### src/rtl/prio_enc8_3_using_sm.sv
// 8-to-3 MSB-first priority encoder with registered index and idle flag.
// A one-flop request-tracking state machine drives idle.
module prio_enc8_3_using_sm (
  input  logic       clk,
  input  logic       rst_n,
  input  logic [7:0] I,
  output logic [2:0] y,
  output logic       idle
);

  typedef enum logic {
    S_ACTIVE = 1'b0,
    S_IDLE   = 1'b1
  } state_t;

  state_t     state;
  state_t     nxt;
  logic [2:0] enc;

  // Descending if-chain: bits below the first set bit are never examined.
  always_comb begin
    enc = 3'd0;
    if (I[7])      enc = 3'd7;
    else if (I[6]) enc = 3'd6;
    else if (I[5]) enc = 3'd5;
    else if (I[4]) enc = 3'd4;
    else if (I[3]) enc = 3'd3;
    else if (I[2]) enc = 3'd2;
    else if (I[1]) enc = 3'd1;
    else           enc = 3'd0;
  end

  always_comb begin
    nxt = S_IDLE;
    if (I[7] | I[6] | I[5] | I[4] |
        I[3] | I[2] | I[1] | I[0])
      nxt = S_ACTIVE;
  end

  always_ff @(posedge clk) begin
    if (!rst_n) begin
      state <= S_IDLE;
      y     <= 3'd0;
    end else begin
      state <= nxt;
      y     <= (nxt == S_IDLE) ? 3'd0 : enc;
    end
  end

  // idle is the state flop itself, so the two can never disagree.
  assign idle = (state == S_IDLE);

endmodule

### config.mk
export PLATFORM = sky130hd
export DESIGN_NAME = prio_enc8_3_using_sm
export DESIGN_NICKNAME = d
export VERILOG_FILES = /design/src/rtl/prio_enc8_3_using_sm.sv
export SDC_FILE = /design/constraint.sdc
export NUM_CORES = 1
export LEC_CHECK = 0
export ABC_AREA = 1
export CORE_AREA = 2 2 39 41
export CTS_BUF_LIST = sky130_fd_sc_hd__clkbuf_16
export CTS_CLUSTER_DIAMETER = 50
export DETAILED_ROUTE_END_ITERATION = 8
export DIE_AREA = 0 0 41 43
export PLACE_DENSITY = 0.44
export SLEW_MARGIN = 0
export SYNTH_ARGS = -nofsm -noshare
export SYNTH_HDL_FRONTEND = slang
export SYNTH_SLANG_ARGS = --single-unit
export TNS_END_PERCENT = 30
### constraint.sdc
create_clock -name clk -period 1.3 [get_ports clk]
set_input_delay 0.325 -clock clk [delete_from_list [all_inputs] [get_ports clk]]
set_output_delay 0.325 -clock clk [all_outputs]
set_load 0.005 [all_outputs]
==> results.yml, run 1 <==
place:
  io_buffer_count: 13
  dp_cells: 55
  dp_worst_setup_slack_ns: -0.0873
  place_congestion: 0.614
  placed_area_um2: 343
  hpwl_um: 334
setup_path:
  endpoint_kind: "register"
  cp.arrival_ns: 1.25
  cpMaxStageDelayCell: "clkdlybuf4s50_1"
  path_buf_inv: 1
  path_class: "in2reg"
  crit_family: "buffers and inverters"
  path_max_fanout: 4
  worst_setup_path_start_kind: "primary input"
  worstPathCellList: "clkdlybuf4s50_1, nor2_2, nand2_2, o21ai_4, a21oi_1"
  critPathMaxStageDelay_ns: 0.43
  cp.required_ns: 1.40
sta:
  final-hold-violation-count: 0
  period_minus_slack_ns: 1.15
  finalCritPeriodShare_pct: 88.1
  setup_viol: 0
  drv_slew: 0
  rsz0062_at_grt: "no"
  setup_tns_ns: 0
  fin_ws_ns: 0.155
  max_freq_ghz: 0.873
  slew_headroom_pct: 86.7
  tightest_slew_ns: 0.198
drt:
  ant_nets: 0
  drtPass1Iterations: 1
  drc: 0
  drtIter0Drc: 0
  post_drt_wl_per_cell_um: 7.24
  vias_per_cell: 3.47
  wl_um: 420
  num_vias: 201
power_and_ir_drop:
  p_leak_uw: 0.000195
  vdd.ir_drop.worst_mv: 0.349
  p_total_uw: 678
  p_per_area_nw_per_um2: 1640
floorplan:
  ios: 14
  start_util_pct: 13.4
  num_rows: 14
  fp.dieArea_um2: 1760
  core_area_um2: 1380
  die_x_um: 41
  die_h_um: 43
yosys:
  netlist_area_um2: 185
  synth.distinct_cells: 11
  netlist_instances: 25
  seq_area_frac_synth_pct: 43.2
  syn_nets: 35
  ys_seq_elements: 4
  syn_avg_cell_area_um2: 7.41
  ys_warn_count: 0
global_routing:
  grt_util_all_layers_pct: 6.81
  antenna_found_initial: 0
  grt_pass1_vias: 169
  grt_max_degree: 5
  overflow: 0
  grt_pass1_wl_um: 641
cts:
  htreeDepth: 1
  post_cts_buffers: 0
  path_clk_slew_ns: 0.03
  cts_tree: "done"
  cts_buffer_depth: 2
  clock-sinks: 4
  ctsHoldBuffers: 0
  cts-buffers-inserted: 3
  root_buffer: "clkbuf_16"
layout:
  drive_gt1_share_pct: 21.4
  final_nets: 54
  diodes: 0
  stdcell_area_um2: 413
  fin_cells: 58
  areaGrowthSynthToFinish_pct: 123
flow_run:
  drv_cap: 0
min_path:
  min_from: "rst_n"
  holdPathStages: 2
  hold_path_class: "in2reg"
  min_to: "idle$_SDFF_PN1_"
run_status:
  status: "finished, final reports clean"
-- repair_timing --
item / CTS / global route
endpoints found under the setup margin: 4 / 0
gates resized for setup: 4 / 0
hold endpoints to repair: 0 / 0
-- per-stage QoR --
| stage | hold WS (ns) | util (%) |
|---|---|---|
| 2_1_floorplan | 0.408 | - |
| 3_3_place_gp | 0.905 | 24.8 |
| 3_5_place_dp | 0.910 | 24.8 |
| 4_1_cts | 0.680 | 29.8 |
| 5_1_grt | 0.688 | 29.8 |
| 6_report | 0.674 | 29.8 |
-- routing by layer --
layer | GRT usage [%] | share of wire [%]
met5 | 0 | 0
met2 | 6.88 | 40
met1 | 6.05 | 39
met3 | 3.14 | 12
met4 | 14.0 | 8.8
-- sequential cells by signal (all words and copies together), names as in the netlist --
| register | count |
|---|---|
| idle | 1 |
| y | 3 |
-- cell families after synthesis --
group	Yosys count	share of synthesized area (%)
buffers and inverters	6	12.2
DFF	4	43.2
AOI/OAI and AO/OA	5	19.6
and+or+nand+nor	10	25.0
-- how the worst max path moves through the flow --
stage                     startpoint               to  slack, ns  cells past startpoint
after floorplan                 I[6]  y[1]$_SDFF_PN0_       0.44                      4
after global placement          I[6]  y[1]$_SDFF_PN0_      -0.07                      5
after detailed placement        I[6]  y[0]$_SDFF_PN0_      -0.09                      5
after CTS                       I[6]  y[1]$_SDFF_PN0_       0.14                      5
after global routing            I[6]  y[1]$_SDFF_PN0_        0.1                      5
final                           I[6]  y[1]$_SDFF_PN0_       0.15                      5
-- final cells by class --
cell class	instances	area, µm²
tap	16	20.0
multi-input combinational	15	82.6
inverter	6	22.5
timing repair buffer	14	133
sequential	4	80.1
fill	156	971
clock buffer	3	75.1
-- layout by cell type (no fill, tap or decap) --
cell type / instances
a21oi_1: 3
buf_4: 1
clkbuf_16: 3
clkdlybuf4s50_1: 9
dfxtp_1: 4
dlygate4sd2_1: 4
inv_1: 5
inv_2: 1
nand2_1: 5
nand2_2: 1
nand3_1: 1
nor2_1: 1
nor2_2: 2
o21ai_0: 1
o21ai_4: 1
-- power by group --
part	internal (µW)	switching, µW	total, µW
Combinational	42.1	25.1	67.2
Sequential	132	1.30	133
Clock	393	85.0	478
-- synth_stat cells --
| master | count | area (µm²) |
|---|---|---|
| nor2_2 | 2 | 12.5 |
| inv_2 | 1 | 3.75 |
| o21ai_0 | 1 | 5.00 |
| nand2_1 | 5 | 18.8 |
| nor2_1 | 1 | 3.75 |
| o21ai_4 | 1 | 16.3 |
| dfxtp_1 | 4 | 80.1 |
| nand3_1 | 1 | 5.00 |
| inv_1 | 5 | 18.8 |
| nand2_2 | 1 | 6.26 |
| a21oi_1 | 3 | 15.0 |
Note: power is estimated with default switching activity, not from simulation.
==> run 2: changes to the inputs <==
Settings changed: REMOVE_ABC_BUFFERS set to 1.
==> results of run 2 <==
No change in the layout: final DEF, timing and power equal those of run 1.
==> run 3: changes to the inputs <==
Settings changed: GPL_TIMING_DRIVEN set to 1.
==> results of run 3 <==
No change in the layout: final DEF, timing and power equal those of run 1.
==> RTL edit 1: new RTL, config.mk and constraints of run 3 <==
Put a register stage on the output `idle`, with the module's reset. The value now appears one clock later. The other outputs are not delayed to match. Comments in the files are not updated.
--- a/src/rtl/prio_enc8_3_using_sm.sv
+++ b/src/rtl/prio_enc8_3_using_sm.sv
@@ -48,7 +48,13 @@
   end
 
   // idle is the state flop itself, so the two can never disagree.
-  assign idle = (state == S_IDLE);
+  always_ff @(posedge clk) begin
+    if (!rst_n) begin
+      idle <= '0;
+    end else begin
+      idle <= (state == S_IDLE);
+    end
+  end
 
 endmodule
 
Check against the original RTL: not equivalent (Yosys sat finds a counterexample within 4 cycles, from zero or initial values and one cycle with rst_n low).
==> RTL edit 1 against run 3 <==
Final area grew 9.4%; combinational power grew 4.8%; cell count is 8.6% higher; total power up 7.6%; sequential share of layout area grew 2.8 points; wire length down 2.4%; critical path depth is the same; first-iteration DRC count up 2; sequential cell count is 1 higher; worst setup slack improved by 27 ps; sequential power rose by 25%; fmax increased by 2.4%; synthesized area increased by 15%; critical path type unchanged.
==> RTL edit 1: results (changes against run 3) <==
| Metric | Value |
|---|---|
| Worst VDD drop | `389 uV (+11%)` |
| Post-CTS Setup Inserts | `0 (unchanged)` |
| Clock Latency Late Sink | `between 200 and 250 ps` |
| WHS Path Cells | `2 (unchanged)` |
| Asr flop ratio synth | `0% (unchanged)` |
| DR top layer | `met3` |
| Non-Clock Buffer Count | `15 (+1)` |
| Commonest cells post-synth | `inv_1, nand2_1, dfxtp_1` |
| Final clock-cell share | `17.5% (-0.73 points)` |
| Dpl ws | `-63.7 ps (+23.5 ps)` |
| Total track usage | `6.52% (-0.29 points)` |
| First-pass GRT wire length | `703 um (+9.7%)` |
| RR Endpoint | `idle` |
| # diodes | `0 (unchanged)` |
| Hold slack final | `411 ps (-262 ps)` |
| Crit path launch | `I[5]` |
| Multi-input combinational area share | `19.1% (-0.89 points)` |
| Max Freq | `894 MHz (+2.4%)` |
| Gpl congestion | `0.645 (+5.0%)` |
| Register area share after synthesis | `47.1% (+3.8 points)` |
| Nets@finish | `58 (+7.4%)` |
| Initial antenna violation count | `0 (unchanged)` |
| Non-clk buf share | `31.0% (-1.1 points)` |
| Sequential cell area share | `22.2% (+2.8 points)` |
| Clock sink count | `5 (+1)` |
| Critical Path AT | `1220 ps (-30 ps)` |
| Top post-synthesis cells by area | `dfxtp_1, inv_1, nand2_1` |
| Library cells used by synthesis | `11 (unchanged)` |
| Row cnt | `14 (unchanged)` |
| Global Route met2 Usage | `7.81% (+0.94 points)` |
| DR pass1 iterations | `2 (+1)` |
| Met3 WL | `28 um (-44%)` |
| Compound-Gate Fraction of Synth Area | `17.1% (-2.5 points)` |
| Placed Area | `378 um^2 (+10%)` |
| Syn avg cell area | `7.60 um^2 (+2.6%)` |
| Met1 Use GR | `7.05% (+1.0 points)` |
| Slew of the pin with the lowest slew margin | `156 ps (-42.1 ps)` |
| Hold WC Path Type | `reg -> reg` |
| Synthesis Warnings | `0 (unchanged)` |
| Placed cell count | `59 (+7.3%)` |
| Number of multi-input logic gates | `16 (+1)` |
| Drt total wl | `410 um (-2.4%)` |
| Status | `finished, final reports clean` |
| Static Leak | `0.225 nW (+16%)` |
| Final HPWL DP | `348 um (+4.3%)` |
| Non-clk invs | `7 (+1)` |
| Post-DR wirelength/cell | `6.51 um (-10%)` |
| Layout cells sized above 1 | `21.3% (-0.15 points)` |
| Min-delay src | `state` |
| Worst Hold End | `idle` |
| Drt via density | `3.65 (+5.3%)` |
| Crit-path leading delay family | `buffers and inverters` |
| Number of global-route vias before repair | `180 (+6.5%)` |
| M1 WL | `169 um (+3.7%)` |
| DR iter-0 viols | `2 (+2)` |
| Met3 usage | `3.14% (unchanged)` |
| Met2 Routed Length | `212 um (+26%)` |
-- RTL edit 1: cell types whose count changed after synthesis --
| cell | run 3 | this run |
|---|---|---|
| nand2_1 | 5 | 6 |
| dfxtp_1 | 4 | 5 |
| inv_1 | 5 | 6 |
-- RTL edit 1: report_power, final --
group / switching, mW / internal (mW)
Clock: 0.0950 / 0.398
Sequential: 0.00175 / 0.164
Combinational: 0.0260 / 0.0444
Total: 0.123 / 0.606
-- RTL edit 1: timing repair --
| item | 4_1_cts | 5_1_grt |
|---|---|---|
| gates resized for setup | 4 | 0 |
| setup endpoints to repair | 4 | 0 |
| endpoints found under the hold margin | 0 | 0 |
-- RTL edit 1: metrics by stage --
step                setup TNS [ps]  power, mW  utilization [%]
floorplan                        0      0.191                -
CTS                              0      0.742             32.6
global route                     0      0.769             32.6
finish                           0      0.729             32.6
global placement              -158      0.246             27.3
detailed placement            -185      0.246             27.3
==> RTL edit 2: new RTL, settings of run 3 <==
Without the edit above. The output `y` loses its register stage (`y` becomes a continuous assignment).
--- a/src/rtl/prio_enc8_3_using_sm.sv
+++ b/src/rtl/prio_enc8_3_using_sm.sv
@@ -40,12 +40,12 @@
   always_ff @(posedge clk) begin
     if (!rst_n) begin
       state <= S_IDLE;
-      y     <= 3'd0;
     end else begin
       state <= nxt;
-      y     <= (nxt == S_IDLE) ? 3'd0 : enc;
     end
   end
+
+  assign y = (nxt == S_IDLE) ? 3'd0 : enc;
 
   // idle is the state flop itself, so the two can never disagree.
   assign idle = (state == S_IDLE);
Function: changed (a bounded check fails within 4 cycles, from zero or initial values and one cycle with rst_n low).
==> RTL edit 2 against run 3 <==
Sequential cell count fell by 3; worst setup slack got worse by 81 ps; synthesized area fell by 41%; fmax fell by 6.6%; core utilization fell by 10 points; synthesized cell count fell by 16%; critical path depth rose by 4; final area fell by 34%; wire length fell by 23%; highest routed layer is now met3; worst hold slack got worse by 52 ps.
Power is left out: it rests on default switching activity, and per cell area and clock period it moved more than threefold.
==> RTL edit 2: results (changes against run 3) <==
| Metric | Value |
|---|---|
| Non-clk invs | `6 (unchanged)` |
| Register area share after synthesis | `18.2% (-25 points)` |
| Gpl congestion | `0.551 (-10%)` |
| Tap Count | `16 (unchanged)` |
| Crit-path slowest cell | `buf_2` |
| Reg clk slew, reported paths | `0 ps (-30 ps)` |
| Pin count of the biggest net entering global routing | `3 (-2)` |
| DRC errors left | `0 (unchanged)` |
| Reg area | `20.0 um^2 (-75%)` |
| Max transition margin | `93.6% (+7.0 points)` |
| Worst Hold End | `idle` |
| Top FF cell, synth | `dfxtp_1` |
| Number of global-route vias before repair | `121 (-28%)` |
| DR iter-0 viols | `3 (+3)` |
| Top post-synthesis cells by area | `nand2_1, dfxtp_1, inv_1` |
| Final HPWL DP | `282 um (-16%)` |
| Final instance area | `272 um^2 (-34%)` |
| Min-delay src | `I[1]` |
| CP peak stage delay | `120 ps (-310 ps)` |
| Filler instances | `169 (+8.3%)` |
| Max reg flops | `1 (-2)` |
| Placed Area | `275 um^2 (-20%)` |
| Critical Path AT | `900 ps (-350 ps)` |
| Synthesis Warnings | `0 (unchanged)` |
| Nets@finish | `50 (-7.4%)` |
| Seq cells | `1 (-3)` |
| Number of multi-input logic gates | `14 (-1)` |
| Initial antenna violation count | `0 (unchanged)` |
| Critical Path Fanout Max | `2 (-2)` |
| First-pass GRT wire length | `476 um (-26%)` |
| Total track usage | `3.70% (-3.1 points)` |
| Crit-path leading delay family | `simple AND/OR/NAND/NOR gates` |
| Commonest cells post-synth | `nand2_1, inv_1, nor2_2` |
| Asr flop ratio synth | `0% (unchanged)` |
| Multi-input combinational cell area | `81.3 um^2 (-1.5%)` |
| Port bufs | `13 (unchanged)` |
| DR pass1 iterations | `2 (+1)` |
| Layout cells sized above 1 | `50.0% (+29 points)` |
| Post-DR wirelength/cell | `6.02 um (-17%)` |
| Drt via density | `3.24 (-6.5%)` |
| Status | `finished, final reports clean` |
| WHS Path Cells | `4 (+2)` |
| Hold WC Path Type | `in -> reg` |
| # diodes | `0 (unchanged)` |
| Library cells used by synthesis | `10 (-1)` |
==> RTL edit 2: cell types whose count changed after synthesis <==
cell / before / now
nand2_1: 5 / 7
o21ai_4: 1 / 0
a21oi_1: 3 / 0
dfxtp_1: 4 / 1
o21ai_2: 0 / 1
==> RTL edit 2: through the flow <==
step,std cells,setup WS [ps],hold WS (ps)
after floorplan,21,358,384
after global placement,52,-651,823
after detailed placement,52,-639,830
after CTS,54,-4.96,730
after global routing,54,10.0,654
final,54,74.1,621
==> RTL edit 2: worst max-delay path by stage <==
stage / start / to / slack, ps / depth (start not counted)
floorplan: I[2] / y[0] / 360 / 7
global placement: I[2] / y[0] / -650 / 9
global route: I[7] / y[2] / 10 / 5
detailed placement: I[2] / y[0] / -640 / 9
finish: I[2] / y[0] / 70 / 9
CTS: I[4] / y[1] / -5 / 5
==> RTL edit 2: worst min-delay path, stage by stage <==
cell and delay [ps]:
clkbuf_2 90, nor2_1 40, nand3_1 70, o21ai_2 50
==> RTL edit 2: what timing repair did <==
item,CTS,global route
pin swaps,6,2
endpoints found under the setup margin,3,3
setup buffers,4,0
gates resized for setup,29,8
==> RTL edit 2: metal layers <==
layer  up-vias  track usage, %  part of all wire [%]
li1         96               -                     -
met1        66            6.96                    51
met2        13            4.69                    30
met3         0               0                    19
met4         0               0                     0
met5         -               0                     0
==> RTL edit 2: logic make-up (layout without fill, tap and decap cells) <==
| group | count (synthesis) | after routing | share of synthesized area [%] |
|---|---|---|---|
| simple gates | 12 | 12 | 48.9 |
| compound gates | 2 | 2 | 12.5 |
| flops | 1 | 1 | 18.2 |
| buf+inv | 6 | 23 | 20.5 |
